File: config.mk
export PLATFORM = sky130hd
export DESIGN_NAME = traffic_sequencer
export DESIGN_NICKNAME = d
export VERILOG_FILES = /design/src/rtl/traffic_sequencer.sv
export SDC_FILE = /design/constraint.sdc
export NUM_CORES = 1
export LEC_CHECK = 0
export BUFFER_PORTS_ARGS = -buffer_cell sky130_fd_sc_hd__buf_2
export CAP_MARGIN = 5
export CORE_AREA = 2 2 54 56
export CTS_CLUSTER_DIAMETER = 200
export DETAILED_ROUTE_END_ITERATION = 10
export DIE_AREA = 0 0 56 58
export PLACE_DENSITY = 0.81
export RECOVER_POWER = 25
export SLEW_MARGIN = 20
export SYNTH_ARGS = -nofsm -noshare
export SYNTH_HDL_FRONTEND = slang
export SYNTH_SLANG_ARGS = --single-unit
File: constraint.sdc
create_clock -name i_clk -period 2.4 [get_ports i_clk]
set_input_delay 0.48 -clock i_clk [delete_from_list [all_inputs] [get_ports i_clk]]
set_output_delay 0.48 -clock i_clk [all_outputs]
set_load 0.03 [all_outputs]
File: src/rtl/traffic_sequencer.sv
// rtl/traffic_sequencer.sv - timed main/side/walk traffic light sequencer
//
// Purpose: main road rests on green. Side-road and pedestrian requests are
// latched and served after a minimum main-green time, with yellow and all-red
// clearance phases. All durations are counted in i_tick pulses.
//
// Ports:
//   i_clk            rising-edge clock
//   i_rst_n          asynchronous reset, active low
//   i_tick           one-clock-wide timing enable
//   i_side_sensor    side-road vehicle present (level, sampled every clock)
//   i_walk_req       pedestrian button (sampled every clock)
//   o_light_signals  {Rm,Ym,Gm,Rs,Ys,Gs,W}, registered
//   o_side_pending   latched side request
//   o_walk_pending   latched walk request
//   o_phase          current state encoding (debug)

module traffic_sequencer #(
  parameter int CNT_W        = 8,
  parameter int T_MG_MIN     = 20,
  parameter int T_YELLOW     = 3,
  parameter int T_ALL_RED    = 2,
  parameter int T_SIDE_GREEN = 10,
  parameter int T_WALK       = 8
) (
  input  logic       i_clk,
  input  logic       i_rst_n,
  input  logic       i_tick,
  input  logic       i_side_sensor,
  input  logic       i_walk_req,
  output logic [6:0] o_light_signals,
  output logic       o_side_pending,
  output logic       o_walk_pending,
  output logic [2:0] o_phase
);

  typedef enum logic [2:0] {
    S_MG   = 3'd0,
    S_MY   = 3'd1,
    S_AR_A = 3'd2,
    S_SG   = 3'd3,
    S_SY   = 3'd4,
    S_AR_B = 3'd5,
    S_WALK = 3'd6,
    S_BAD  = 3'd7
  } state_t;

  // Last count value of each phase; a tick seen at this value ends the phase.
  localparam logic [CNT_W-1:0] L_MG   = CNT_W'(T_MG_MIN - 1);
  localparam logic [CNT_W-1:0] L_YEL  = CNT_W'(T_YELLOW - 1);
  localparam logic [CNT_W-1:0] L_AR   = CNT_W'(T_ALL_RED - 1);
  localparam logic [CNT_W-1:0] L_SG   = CNT_W'(T_SIDE_GREEN - 1);
  localparam logic [CNT_W-1:0] L_WALK = CNT_W'(T_WALK - 1);

  state_t           r_state;
  state_t           w_next;
  logic [CNT_W-1:0] r_cnt;
  logic [6:0]       r_lights;
  logic             r_side_pending;
  logic             r_walk_pending;
  logic             w_enter_sg;
  logic             w_enter_walk;
  logic             w_cnt_hold;

  function automatic logic [6:0] lights_of(input state_t s);
    case (s)
      S_MG:    lights_of = 7'b0011000;
      S_MY:    lights_of = 7'b0101000;
      S_AR_A:  lights_of = 7'b1001000;
      S_SG:    lights_of = 7'b1000010;
      S_SY:    lights_of = 7'b1000100;
      S_WALK:  lights_of = 7'b1001001;
      default: lights_of = 7'b1001000;
    endcase
  endfunction

  always_comb begin
    w_next = r_state;
    case (r_state)
      S_MG:
        if (i_tick && (r_cnt == L_MG) && (r_side_pending || r_walk_pending))
          w_next = S_MY;
      S_MY:
        if (i_tick && (r_cnt == L_YEL)) w_next = S_AR_A;
      S_AR_A:
        if (i_tick && (r_cnt == L_AR)) begin
          if (r_side_pending)      w_next = S_SG;
          else if (r_walk_pending) w_next = S_WALK;
          else                     w_next = S_MG;
        end
      S_SG:
        if (i_tick && (r_cnt == L_SG)) w_next = S_SY;
      S_SY:
        if (i_tick && (r_cnt == L_YEL)) w_next = S_AR_B;
      S_AR_B:
        if (i_tick && (r_cnt == L_AR)) begin
          if (r_walk_pending) w_next = S_WALK;
          else                w_next = S_MG;
        end
      S_WALK:
        if (i_tick && (r_cnt == L_WALK)) w_next = S_AR_B;
      default:
        w_next = S_AR_B;
    endcase
  end

  assign w_enter_sg   = (w_next == S_SG)   && (r_state != S_SG);
  assign w_enter_walk = (w_next == S_WALK) && (r_state != S_WALK);
  // Main green parks its counter at the minimum so a late request exits on the next tick.
  assign w_cnt_hold   = (r_state == S_MG) && (r_cnt == L_MG);

  always_ff @(posedge i_clk or negedge i_rst_n) begin
    if (!i_rst_n) begin
      r_state        <= S_AR_B;
      r_cnt          <= '0;
      r_lights       <= 7'b1001000;
      r_side_pending <= 1'b0;
      r_walk_pending <= 1'b0;
    end else begin
      r_state  <= w_next;
      r_lights <= lights_of(w_next);
      if (w_next != r_state)
        r_cnt <= '0;
      else if (i_tick && !w_cnt_hold)
        r_cnt <= r_cnt + CNT_W'(1);
      // A request arriving on the serving clock survives for the next round.
      r_side_pending <= (r_side_pending && !w_enter_sg)   || i_side_sensor;
      r_walk_pending <= (r_walk_pending && !w_enter_walk) || i_walk_req;
    end
  end

  assign o_light_signals = r_lights;
  assign o_side_pending  = r_side_pending;
  assign o_walk_pending  = r_walk_pending;
  assign o_phase         = r_state;

endmodule
# Yosys cells after proc, flatten, opt, wreduce, memory -nomap -nowiden
# Index checks and enable logic that the tools add are counted.
[op_classes] eq_ne=18 n_reduce_logical=21 mux=13 add_sub_neg=1 shift=0 n_lt_le_gt_ge=0 n_div=0 bitwise=0 mul=0
[op_table] operator="$pmux 7 s5" n=1
[op_table] operator="$mux 3" n=9
[op_table] operator="$pmux 3 s7" n=1
[op_table] operator="$mux 8" n=2
[op_table] operator="$eq 3x3->1 const B" n=5
[op_table] operator="$logic_and 1x1->1" n=12
[op_table] operator="$eq 3x2->1 const B" n=3
[op_table] operator="$add 8x1->8 const B" n=1
[op_table] operator="$eq 8x1->1 const B" n=1
[op_table] operator="$eq 8x2->1 const B" n=1
[op_table] operator="$eq 8x3->1 const B" n=1
[op_table] operator="$eq 8x4->1 const B" n=1
[op_table] operator="$eq 8x5->1 const B" n=1
[op_table] operator="$eq 3x1->1 const B" n=2
[op_table] operator="$logic_not 3->1" n=2
[op_table] operator="$logic_not 1->1" n=3
[op_table] operator="$logic_or 1x1->1" n=3
[op_table] operator="$ne 3x2->1 const B" n=1
[op_table] operator="$ne 3x3->1" n=1
[op_table] operator="$ne 3x3->1 const B" n=1
[op_table] operator="$reduce_bool 2->1" n=1
[totals] inputBits=5 latchBits=0 register_bits=20 word_cells=58 mem_bits_ro=0 mem_bits_rw=0 output_inout_bits=12 n_memories=0

# Longest topological paths before layout
# Gate-level depths: netlist of the first run.
[depth] depth_word=10 mapped_depth=11 ltp_nobuf=10

# Worst setup path after synthesis of the first run
# OpenSTA, ideal clock, no wires.
[synth_timing] path_kind="register to register" start="reg r_state[0], in the netlist o_phase[0]" end="reg r_lights[3], in the netlist o_light_signals[3]" arrival_ns=2.587 path_stages_with_launch=8 setup_slack_ns=-0.275 setup_ns=0.088 path_buffers=1 t_required_ns=2.312 synth_period_minus_slack_ns=2.675 path_cell_list="dfstp_2 > clkbuf_1 > inv_1 > o31a_1 > o22ai_1 > inv_1 > ha_1 > or3_1"
[synth_via] elab_chain_len=4 elab_cells_between_ends=21 classes_between="10 x eq/ne; 9 x mux; 2 x reduce/logical"
[synth_rtl] element="start, declared" line_no="55" rtl="state_t r_state;"
[synth_rtl] element="start signal, assigned" line_no="120" rtl="r_state <= w_next;"
[synth_rtl] element="$eq 3x3->1 (tied with other cells)" line_no="79" rtl="case (r_state)"
[synth_rtl] element="$pmux 3 s7 (*)" line_no="79"
[synth_rtl] element="net w_next[2]" line_no="56" rtl="state_t w_next;"
[synth_rtl] element="$eq 3x3->1 (tied with other cells)" line_no="66" rtl="case (s)"
[synth_rtl] element="$pmux 7 s5 (*)" line_no="66"
[synth_rtl] element="end signal, assigned" line_no="121" rtl="r_lights <= lights_of(w_next);"
[synth_rtl] element="end, declared" line_no="58" rtl="logic [6:0] r_lights;"
# Mark *: on every way through the listed nets, which the timed path passes. The rest lies on a longest branch.
# A chain may end at the register's enable or synchronous reset.

# Final worst setup path of the first run
[layout_timing] start="reg r_cnt[4]" end="reg r_lights[3], in the netlist o_light_signals[3]"
[layout_via] elab_chain_len=7 elab_cells_between_ends=25 classes_between="9 x eq/ne; 9 x mux; 7 x reduce/logical"
[layout_rtl] element="start, declared" line_no="57" rtl="logic [CNT_W-1:0] r_cnt;"
[layout_rtl] element="start signal, assigned" line_no="125" rtl="r_cnt <= r_cnt + CNT_W'(1);"
[layout_rtl] element="$eq 8x5->1" line_no="81" rtl="if (i_tick && (r_cnt == L_MG) && (r_side_pending || r_walk_pending))"
[layout_rtl] element="$logic_and 1x1->1 (2 in a row)" line_no="81"
[layout_rtl] element="$mux 3" line_no="81"
[layout_rtl] element="$pmux 3 s7 (*)" line_no="79"
[layout_rtl] element="net w_next[2]" line_no="56"
[layout_rtl] element="$eq 3x3->1 (tied with other cells)" line_no="66"
[layout_rtl] element="$pmux 7 s5 (*)" line_no="66"
# Marked as above.

==> flow_summary.yaml, run 1 <==
clock_tree:
  htree_levels: 1
  insertion_delay_ps: 300
  cts_tree: "yes"
  cts_buffer_depth: 2
  cts-root-buf: "clkbuf_4"
  clkSlewWorstSetupHoldPaths_ps: 120
  cts-hold-fix-buffers: 0
  cts.sink_count: 20
  cts_buffers: 3
global_route:
  grt_max_degree: 21
  grt_pass1_wl_um: 4690
  antenna_found_initial: 0
  grt_overflow: 0
  track_usage_pct: 18.1
  first_global_vias: 987
place:
  dp.final_hpwl_um: 1980
  dp_cells: 176
  placed_cell_area_um2: 1420
  gp_congestion: 0.906
  place.port_buffers: 16
power_and_ir_drop:
  p_leak_nw: 0.711
  irDropWorstVdd_mv: 0.969
  power_density_nw_per_um2: 1050
sta:
  period_minus_slack_ps: 2390
  tightest_slew_ps: 1070
  setup_violations: 0
  min_period_over_period_pct: 99.4
  hold_viol: 0
  fin_hold_ws_ps: 334
  finClkSkew_ps: 4.92
  rsz0062_at_grt: "true"
  drv_slew: 0
  max_slew_margin_pct: 28.8
  max_clock_freq_ghz: 0.419
cells_and_area:
  layout-drive-gt1-share_pct: 43.5
  diodes: 0
  seq_area_um2: 508
  final_cell_mix: "buf_2, dfrtp_1, buf_4, nor2_1"
  layout.cells.non_filler: 185
  nets: 164
  multiInputGateArea_um2: 788
  final_common_cell: "buf_2"
  syn_to_final_growth_pct: 29.8
  stdcell_area_um2: 1620
  fillers: 207
detailed_routing:
  drt-wirelength-per-cell_um: 16.0
  routed_wirelength_um: 2950
  vias: 1076
  drtPass1Iterations: 4
  ant_nets: 0
  initialDrtViolationCount: 28
  vias_per_cell: 5.82
  drc_errors: 0
setup_path:
  crit_family: "simple AND/OR/NAND/NOR gates"
  crit_arrival_ps: 2620
  rrSetupSlack_ps: 10
  max_stage_delay_ps: 460
  cp_slowest_cell: "dfrtp_2"
  path_max_fanout: 7
  path_cells: "buf_4 > nor4_4 > nand4_1 > o31a_1 > o22ai_2 > inv_2 > ha_4 > or3_1"
  required_ps: 2630
  criticalPathCategory: "flop to flop"
  cp-start-kind: "flop"
  end_kind: "flop"
  critPathBufInv: 2
floorplan:
  initial_core_util_pct: 47.0
  placementRows: 19
  ios: 17
  die_area_um2: 3250
  die_x_um: 56
  die_h_um: 58
  core_area_um2: 2660
run_status:
  status: "complete, no violations"
logic_synthesis:
  mappedNetlistNets: 135
  synth-seq-cells: 20
  synthFlopType: "dfrtp_1"
  synth.distinct_cells: 47
  synthArstFlopShare_pct: 100
  syn_inst: 126
  syn_avg_cell_area_um2: 9.93
  synth_warnings: 0
  syn_area_um2: 1250
  synth-edff-count: 0
  ys_seq_area_share_pct: 40.4
worst_hold_path:
  hp-class: "primary input to async pin"
job:
  drv_cap: 0
## per-stage QoR
step	utilization, %	TNS, ps	setup WS (ps)	power [mW]
final	61.0	0	13.4	1.70
after global routing	61.0	-1140	-143	1.80
after CTS	55.5	0	30.9	1.47
after detailed placement	53.5	0	7.93	1.19
after global placement	53.5	0	37.7	1.18
after floorplan	-	0	46.8	1.02
## power by group
part | switching (mW) | internal (mW)
clock | 0.109 | 0.169
sequential | 0.0505 | 0.408
combinational | 0.566 | 0.402
## final timing paths
kind                                     startpoint                      endpoint  cells past startpoint
min in group i_clk                    i_side_sensor      o_side_pending$_DFF_PN0_                      2
setup reg to reg               r_cnt[4]$_DFFE_PN0P_  o_light_signals[3]$_DFF_PN1_                      8
max in group asynchronous                   i_rst_n          r_cnt[4]$_DFFE_PN0P_                      1
hold / removal                              i_rst_n          r_cnt[0]$_DFFE_PN0P_                      1
setup / recovery               r_cnt[4]$_DFFE_PN0P_  o_light_signals[3]$_DFF_PN1_                      8
hold reg to reg            o_side_pending$_DFF_PN0_      o_side_pending$_DFF_PN0_                      2
## layer usage
layer	global-route usage (%)	wire length, µm	vias to the layer above
met3	1.79	86	6
li1	-	-	517
met5	0	0	-
met2	29.9	1510	26
met1	24.3	1310	527
met4	8.50	43	0
## cell type report
type,instances,area share (%)
multi-input combinational,92,48.5
clock inverter,1,1.85
clock buffer,3,1.39
tap,31,2.39
timing repair buffer,31,12.8
inverter,7,1.77
sequential,20,31.3
## logic make-up after synthesis
kind of cell	synth area share, %
compound gates	10.8
xor+xnor	7.10
fa+ha+maj	4.00
buf+inv	5.50
flops	40.4
mux	1.70
simple gates	30.5
## cells in the mapped netlist (3+ instances only)
cell type	number	area share (%)
nor2_1	8	2.4
nand4_1	4	2.0
inv_1	6	1.8
a21oi_1	4	1.6
dfstp_2	4	8.4
nand2_1	7	2.1
nand3b_1	3	1.8
nor3_1	12	4.8
ha_1	4	4.0
xor2_1	5	3.5
nor4b_1	3	2.1
nand2b_1	3	1.5
clkbuf_1	4	1.2
dfrtp_1	16	32
## timing repair
action                     CTS  global route
buffers inserted             0             5
hold endpoints to repair     0             0
setup endpoints to repair    0            13
gates resized for setup      0            23
## state kept, by name, summed over array words and instances (netlist names)
| register | cells |
|---|---|
| r_cnt | 8 |
| o_side_pending | 1 |
| o_phase | 3 |
| o_light_signals | 7 |
| o_walk_pending | 1 |
## worst reg2reg max path, stage by stage (launching register included)
cell and delay, ps:
dfrtp_2 460, buf_4 150, nor4_4 280, nand4_1 270
o31a_1 320, o22ai_2 190, inv_2 80, ha_4 250
or3_1 320
No activity file was read; power rests on OpenSTA's default activity.
==> run 2, diff against run 1 <==
--- a/config.mk
+++ b/config.mk
@@ -11,6 +11,7 @@
 export CTS_CLUSTER_DIAMETER = 200
 export DETAILED_ROUTE_END_ITERATION = 10
 export DIE_AREA = 0 0 56 58
+export GPL_TIMING_DRIVEN = 0
 export PLACE_DENSITY = 0.81
 export RECOVER_POWER = 25
 export SLEW_MARGIN = 20
==> flow_summary.yaml, run 2 (same netlist as run 1, synthesis figures left out) <==
clock_tree:
  cts.sink_count: 20
  cts-root-buf: "clkbuf_4"
  htree_levels: 1
  cts_tree: "yes"
  clkSlewWorstSetupHoldPaths_ps: 110
  cts_buffers: 3
  cts_buffer_depth: 2
  insertion_delay_ps: 300
detailed_routing:
  drt-wirelength-per-cell_um: 16.3
  drtPass1Iterations: 4
  ant_nets: 0
  routed_wirelength_um: 3090
  drc_errors: 0
  vias_per_cell: 5.85
  initialDrtViolationCount: 40
  vias: 1106
sta:
  finClkSkew_ps: 2.37
  layout_setup_ws_ps: -2.51
  min_period_over_period_pct: 100
  tightest_slew_ps: 1070
  tns_ps: -2.51
  rsz0062_at_grt: "true"
  max_slew_margin_pct: 28.5
  fin_hold_ws_ps: 343
  max_clock_freq_ghz: 0.416
  hold_viol: 0
  period_minus_slack_ps: 2400
  drv_slew: 0
  setup_violations: 1
global_route:
  grt_use_met1_pct: 25.5
  track_usage_pct: 19.3
  grt_use_met3_pct: 2.68
  antenna_found_initial: 0
  grt_busiest_layer: "met2"
  grt_overflow: 0
  grt_pass1_wl_um: 4920
  grt_max_degree: 21
  first_global_vias: 1056
  grt.met2_usage_pct: 31.6
place:
  dp.final_hpwl_um: 1920
  placed_cell_area_um2: 1400
  dp_slack_ps: -114
  place.port_buffers: 16
  gp_congestion: 0.944
setup_path:
  timing.rr.end: "r_cnt[3]$_DFFE_PN0P_"
  worstReg2RegStart: "r_cnt[0]$_DFFE_PN0P_"
  cp-start-kind: "flop"
  rrSetupSlack_ps: -3
  ff2ff_path_depth: 8
  cp_slowest_cell: "dfrtp_1"
  path_max_fanout: 8
  end_kind: "flop"
  max_stage_delay_ps: 440
  crit_arrival_ps: 2620
  criticalPathCategory: "flop to flop"
  required_ps: 2620
  path_cells: "ha_1 > and4b_2 > a21oi_1 > nor2b_2 > nor4_4 > buf_4 > a211o_4 > nor3_1"
run_status:
  violations: "negative setup slack"
  status: "finished with violations"
floorplan:
  initial_core_util_pct: 47.0
  placementRows: 19
  ios: 17
  core_area_um2: 2660
  die_area_um2: 3250
  die_x_um: 56
  die_h_um: 58
cells_and_area:
  syn_to_final_growth_pct: 35.1
  nets: 168
  final_common_cell: "buf_2"
  final_cell_mix: "buf_2, dfrtp_1, buf_4, nand2_1, nor2_1"
  regMostFlops: "r_cnt"
  layout-drive-gt1-share_pct: 47.5
  largest_reg_flops: 8
  stdcell_area_um2: 1690
  diodes: 0
power_and_ir_drop:
  power_density_nw_per_um2: 942
  irDropWorstVdd_mv: 0.767
  p_leak_nw: 0.709
  finalPower_mw: 1.59
job:
  drv_cap: 0
worst_hold_path:
  hp-class: "primary input to async pin"
[run 2: how the worst max path moves through the flow]
| stage | slack (ps) | depth (start not counted) | end | from |
|---|---|---|---|---|
| after floorplan | 50 | 9 | o_light_signals[3]$_DFF_PN1_ | r_cnt[2]$_DFFE_PN0P_ |
| after global placement | -110 | 9 | o_light_signals[3]$_DFF_PN1_ | r_cnt[2]$_DFFE_PN0P_ |
| after detailed placement | -110 | 7 | o_light_signals[3]$_DFF_PN1_ | r_cnt[4]$_DFFE_PN0P_ |
| after CTS | -110 | 9 | o_light_signals[3]$_DFF_PN1_ | r_cnt[2]$_DFFE_PN0P_ |
| after global routing | -90 | 8 | r_cnt[3]$_DFFE_PN0P_ | r_cnt[0]$_DFFE_PN0P_ |
| final | -3 | 8 | r_cnt[3]$_DFFE_PN0P_ | r_cnt[0]$_DFFE_PN0P_ |
[run 2: through the flow]
step | util, % | instances
floorplan | - | 126
global placement | 52.6 | 173
detailed placement | 52.6 | 173
CTS | 58.9 | 186
global route | 63.5 | 189
finish | 63.5 | 189
[run 2: layout make-up]
cell class	count	area (µm²)
Fill cell	209	972
Buffer	3	13.8
Tap cell	31	38.8
Multi-Input combinational cell	92	838
Sequential cell	20	507
Clock buffer	4	36.3
Timing Repair Buffer	32	224
Inverter	7	32.5
[run 2: metal layers]
| layer | wire, µm | part of all wire (%) | vias to the layer above |
|---|---|---|---|
| li1 | - | - | 523 |
| met1 | 1350 | 44 | 540 |
| met2 | 1540 | 50 | 32 |
| met3 | 105 | 3.4 | 11 |
| met4 | 95 | 3.1 | 0 |
| met5 | 0 | 0 | - |
[run 2: critical path: cells and delay by family (launching register included)]
| kind | cells | cell delay [ps] |
|---|---|---|
| compound gates | 2 | 670 |
| fa+ha+maj | 1 | 280 |
| buf+inv | 1 | 170 |
| flops | 1 | 440 |
| simple gates | 4 | 760 |
[run 2: timing repair]
action                                  4_1_cts  5_1_grt
buffers inserted                              9        7
hold buffers                                  0        0
pin swaps                                     9        6
endpoints found under the setup margin       14       15
gates resized for setup                       8       24
[run 2: where the power goes]
group          total, mW  switching (mW)  internal [mW]
registers          0.472          0.0633          0.408
logic              0.926           0.548          0.377
clock network      0.195           0.102         0.0925
total               1.59           0.714          0.878
==> run 3, diff against run 2 <==
--- a/config.mk
+++ b/config.mk
@@ -7,13 +7,14 @@
 export LEC_CHECK = 0
 export BUFFER_PORTS_ARGS = -buffer_cell sky130_fd_sc_hd__buf_2
 export CAP_MARGIN = 5
-export CORE_AREA = 2 2 54 56
+export CORE_AREA = 2 2 60 62
 export CTS_CLUSTER_DIAMETER = 200
 export DETAILED_ROUTE_END_ITERATION = 10
-export DIE_AREA = 0 0 56 58
+export DIE_AREA = 0 0 62 64
 export GPL_TIMING_DRIVEN = 0
-export PLACE_DENSITY = 0.81
+export PLACE_DENSITY = 0.69
 export RECOVER_POWER = 25
+export SKIP_LAST_GASP = 1
 export SLEW_MARGIN = 20
 export SYNTH_ARGS = -nofsm -noshare
 export SYNTH_HDL_FRONTEND = slang
==> flow_summary.yaml, run 3 (same netlist as run 1, synthesis figures left out) <==
run_status:
  status: "complete, no violations"
detailed_routing:
  route.met3.wl_um: 51
  initialDrtViolationCount: 53
  vias_per_cell: 5.26
  vias: 1089
  routed_wirelength_um: 3040
  route.met2.wl_um: 1530
  wl_met1_um: 1410
  ant_nets: 0
  maxUsedRoutingLayer: "met4"
  drtPass1Iterations: 4
  drt-wirelength-per-cell_um: 14.7
  drc_errors: 0
clock_tree:
  cts_buffers: 3
  cts_buffer_depth: 2
  insertion_delay_ps: 310
  cts-root-buf: "clkbuf_4"
  clkSlewWorstSetupHoldPaths_ps: 130
  cts-hold-fix-buffers: 0
  cts_tree: "yes"
  cts.sink_count: 20
  htree_levels: 1
cells_and_area:
  final_common_cell: "buf_4"
  regMostFlops: "r_cnt"
  fillers: 295
  syn_to_final_growth_pct: 39.0
  largest_reg_flops: 8
  stdcell_area_um2: 1740
  diodes: 0
  nets: 171
  final_cell_mix: "buf_4, buf_2, dfrtp_1, nor2_1, nand2_1"
  layout-drive-gt1-share_pct: 46.6
floorplan:
  placementRows: 21
  die_area_um2: 3970
  ios: 17
  die_h_um: 64
  initial_core_util_pct: 38.1
  die_x_um: 62
  core_area_um2: 3280
worst_hold_path:
  hp-class: "primary input to async pin"
setup_path:
  ff2ff_path_depth: 9
  end_kind: "flop"
  cp_slowest_cell: "or4b_4"
  crit_arrival_ps: 2610
  required_ps: 2640
  worstReg2RegStart: "r_cnt[2]$_DFFE_PN0P_"
  path_common_cell: "buf_12"
  max_stage_delay_ps: 510
  cp-start-kind: "flop"
  criticalPathCategory: "flop to flop"
  timing.rr.end: "r_cnt[3]$_DFFE_PN0P_"
  path_max_fanout: 8
  path_cells: "buf_6 > or4b_4 > o31ai_2 > o221ai_1 > a211o_1 > buf_12 > xnor2_4 > buf_12 > nor3_2"
  rrSetupSlack_ps: 30
global_route:
  grt_pass1_wl_um: 4600
  grt_max_degree: 21
  antenna_found_initial: 0
  first_global_vias: 1041
  grt_overflow: 0
  track_usage_pct: 15.2
power_and_ir_drop:
  p_sw_uw: 764
  pwr-share-seq_pct: 26.1
  p_sw_share_pct: 42.6
  finalPower_mw: 1.80
  power_density_nw_per_um2: 1030
  comb_power_share_pct: 58.2
  internal-power_mw: 1.03
  irDropWorstVdd_mv: 0.406
  power.share.clock_pct: 15.8
  p_leak_nw: 0.736
job:
  drv_cap: 0
sta:
  setup_violations: 0
  max_clock_freq_ghz: 0.422
  rsz0062_at_grt: "true"
  period_minus_slack_ps: 2370
  tightest_slew_ps: 1070
  max_slew_margin_pct: 28.8
  finClkSkew_ps: 8.96
  hold_viol: 0
  fin_hold_ws_ps: 321
  min_period_over_period_pct: 98.7
  drv_slew: 0
  tns_ps: 0
place:
  dp.final_hpwl_um: 1890
  place.port_buffers: 16
  placed_cell_area_um2: 1420
  gp_congestion: 0.891
## run 3: repair_timing
action | CTS | global route
pin swaps | 7 | 8
setup buffers | 6 | 13
resized for setup | 1 | 30
setup endpoints to repair | 11 | 15
hold endpoints to repair | 0 | 0
## run 3: final cells by class
| class | instances | area [µm²] | share of cell area, % |
|---|---|---|---|
| multi-input combinational | 92 | 823 | 47.3 |
| buffer | 4 | 25.0 | 1.44 |
| clock buffer | 3 | 22.5 | 1.29 |
| tap | 46 | 57.6 | 3.31 |
| sequential | 20 | 507 | 29.1 |
| inverter | 7 | 35.0 | 2.01 |
| timing repair buffer | 34 | 239 | 13.7 |
| clock inverter | 1 | 30.0 | 1.73 |
## run 3: worst max-delay path, delay by kind of cell (launching register included)
family / cells / cell delay [ps]
simple gates: 2 / 680
compound gates: 3 / 640
xor+xnor: 1 / 130
buf+inv: 3 / 440
flops: 1 / 400
## run 3: power by group through the flow
stage                     combinational [mW]  clock [mW]  sequential [mW]
after floorplan                        0.497           0            0.527
after global placement                 0.724           0            0.446
after detailed placement               0.738           0            0.449
after CTS                              0.810       0.286            0.442
after global routing                    1.11       0.301            0.475
final                                   1.04       0.283            0.468
## run 3: metal layers
metal	track usage, %	vias to the layer above
met2	21.6	14
li1	-	536
met1	22.4	535
met3	1.82	4
met4	7.18	0
met5	0	-
## run 3: per-stage QoR
step,std cells,util [%],setup slack (ps)
6_report,207,53.0,31.1
2_1_floorplan,126,-,46.8
5_1_grt,207,53.0,-86.9
4_1_cts,198,46.7,-55.1
3_3_place_gp,188,43.2,-99.4
3_5_place_dp,188,43.2,-124
## run 3: how the worst max path moves through the flow
stage / from / to / slack, ps / depth (start not counted)
floorplan: r_cnt[2]$_DFFE_PN0P_ / o_light_signals[3]$_DFF_PN1_ / 50 / 9
global placement: i_tick / o_light_signals[3]$_DFF_PN1_ / -100 / 10
detailed placement: i_tick / o_light_signals[6]$_DFF_PN1_ / -120 / 9
CTS: r_cnt[3]$_DFFE_PN0P_ / o_light_signals[3]$_DFF_PN1_ / -60 / 9
global route: r_cnt[2]$_DFFE_PN0P_ / r_cnt[3]$_DFFE_PN0P_ / -90 / 9
finish: r_cnt[2]$_DFFE_PN0P_ / r_cnt[3]$_DFFE_PN0P_ / 30 / 9
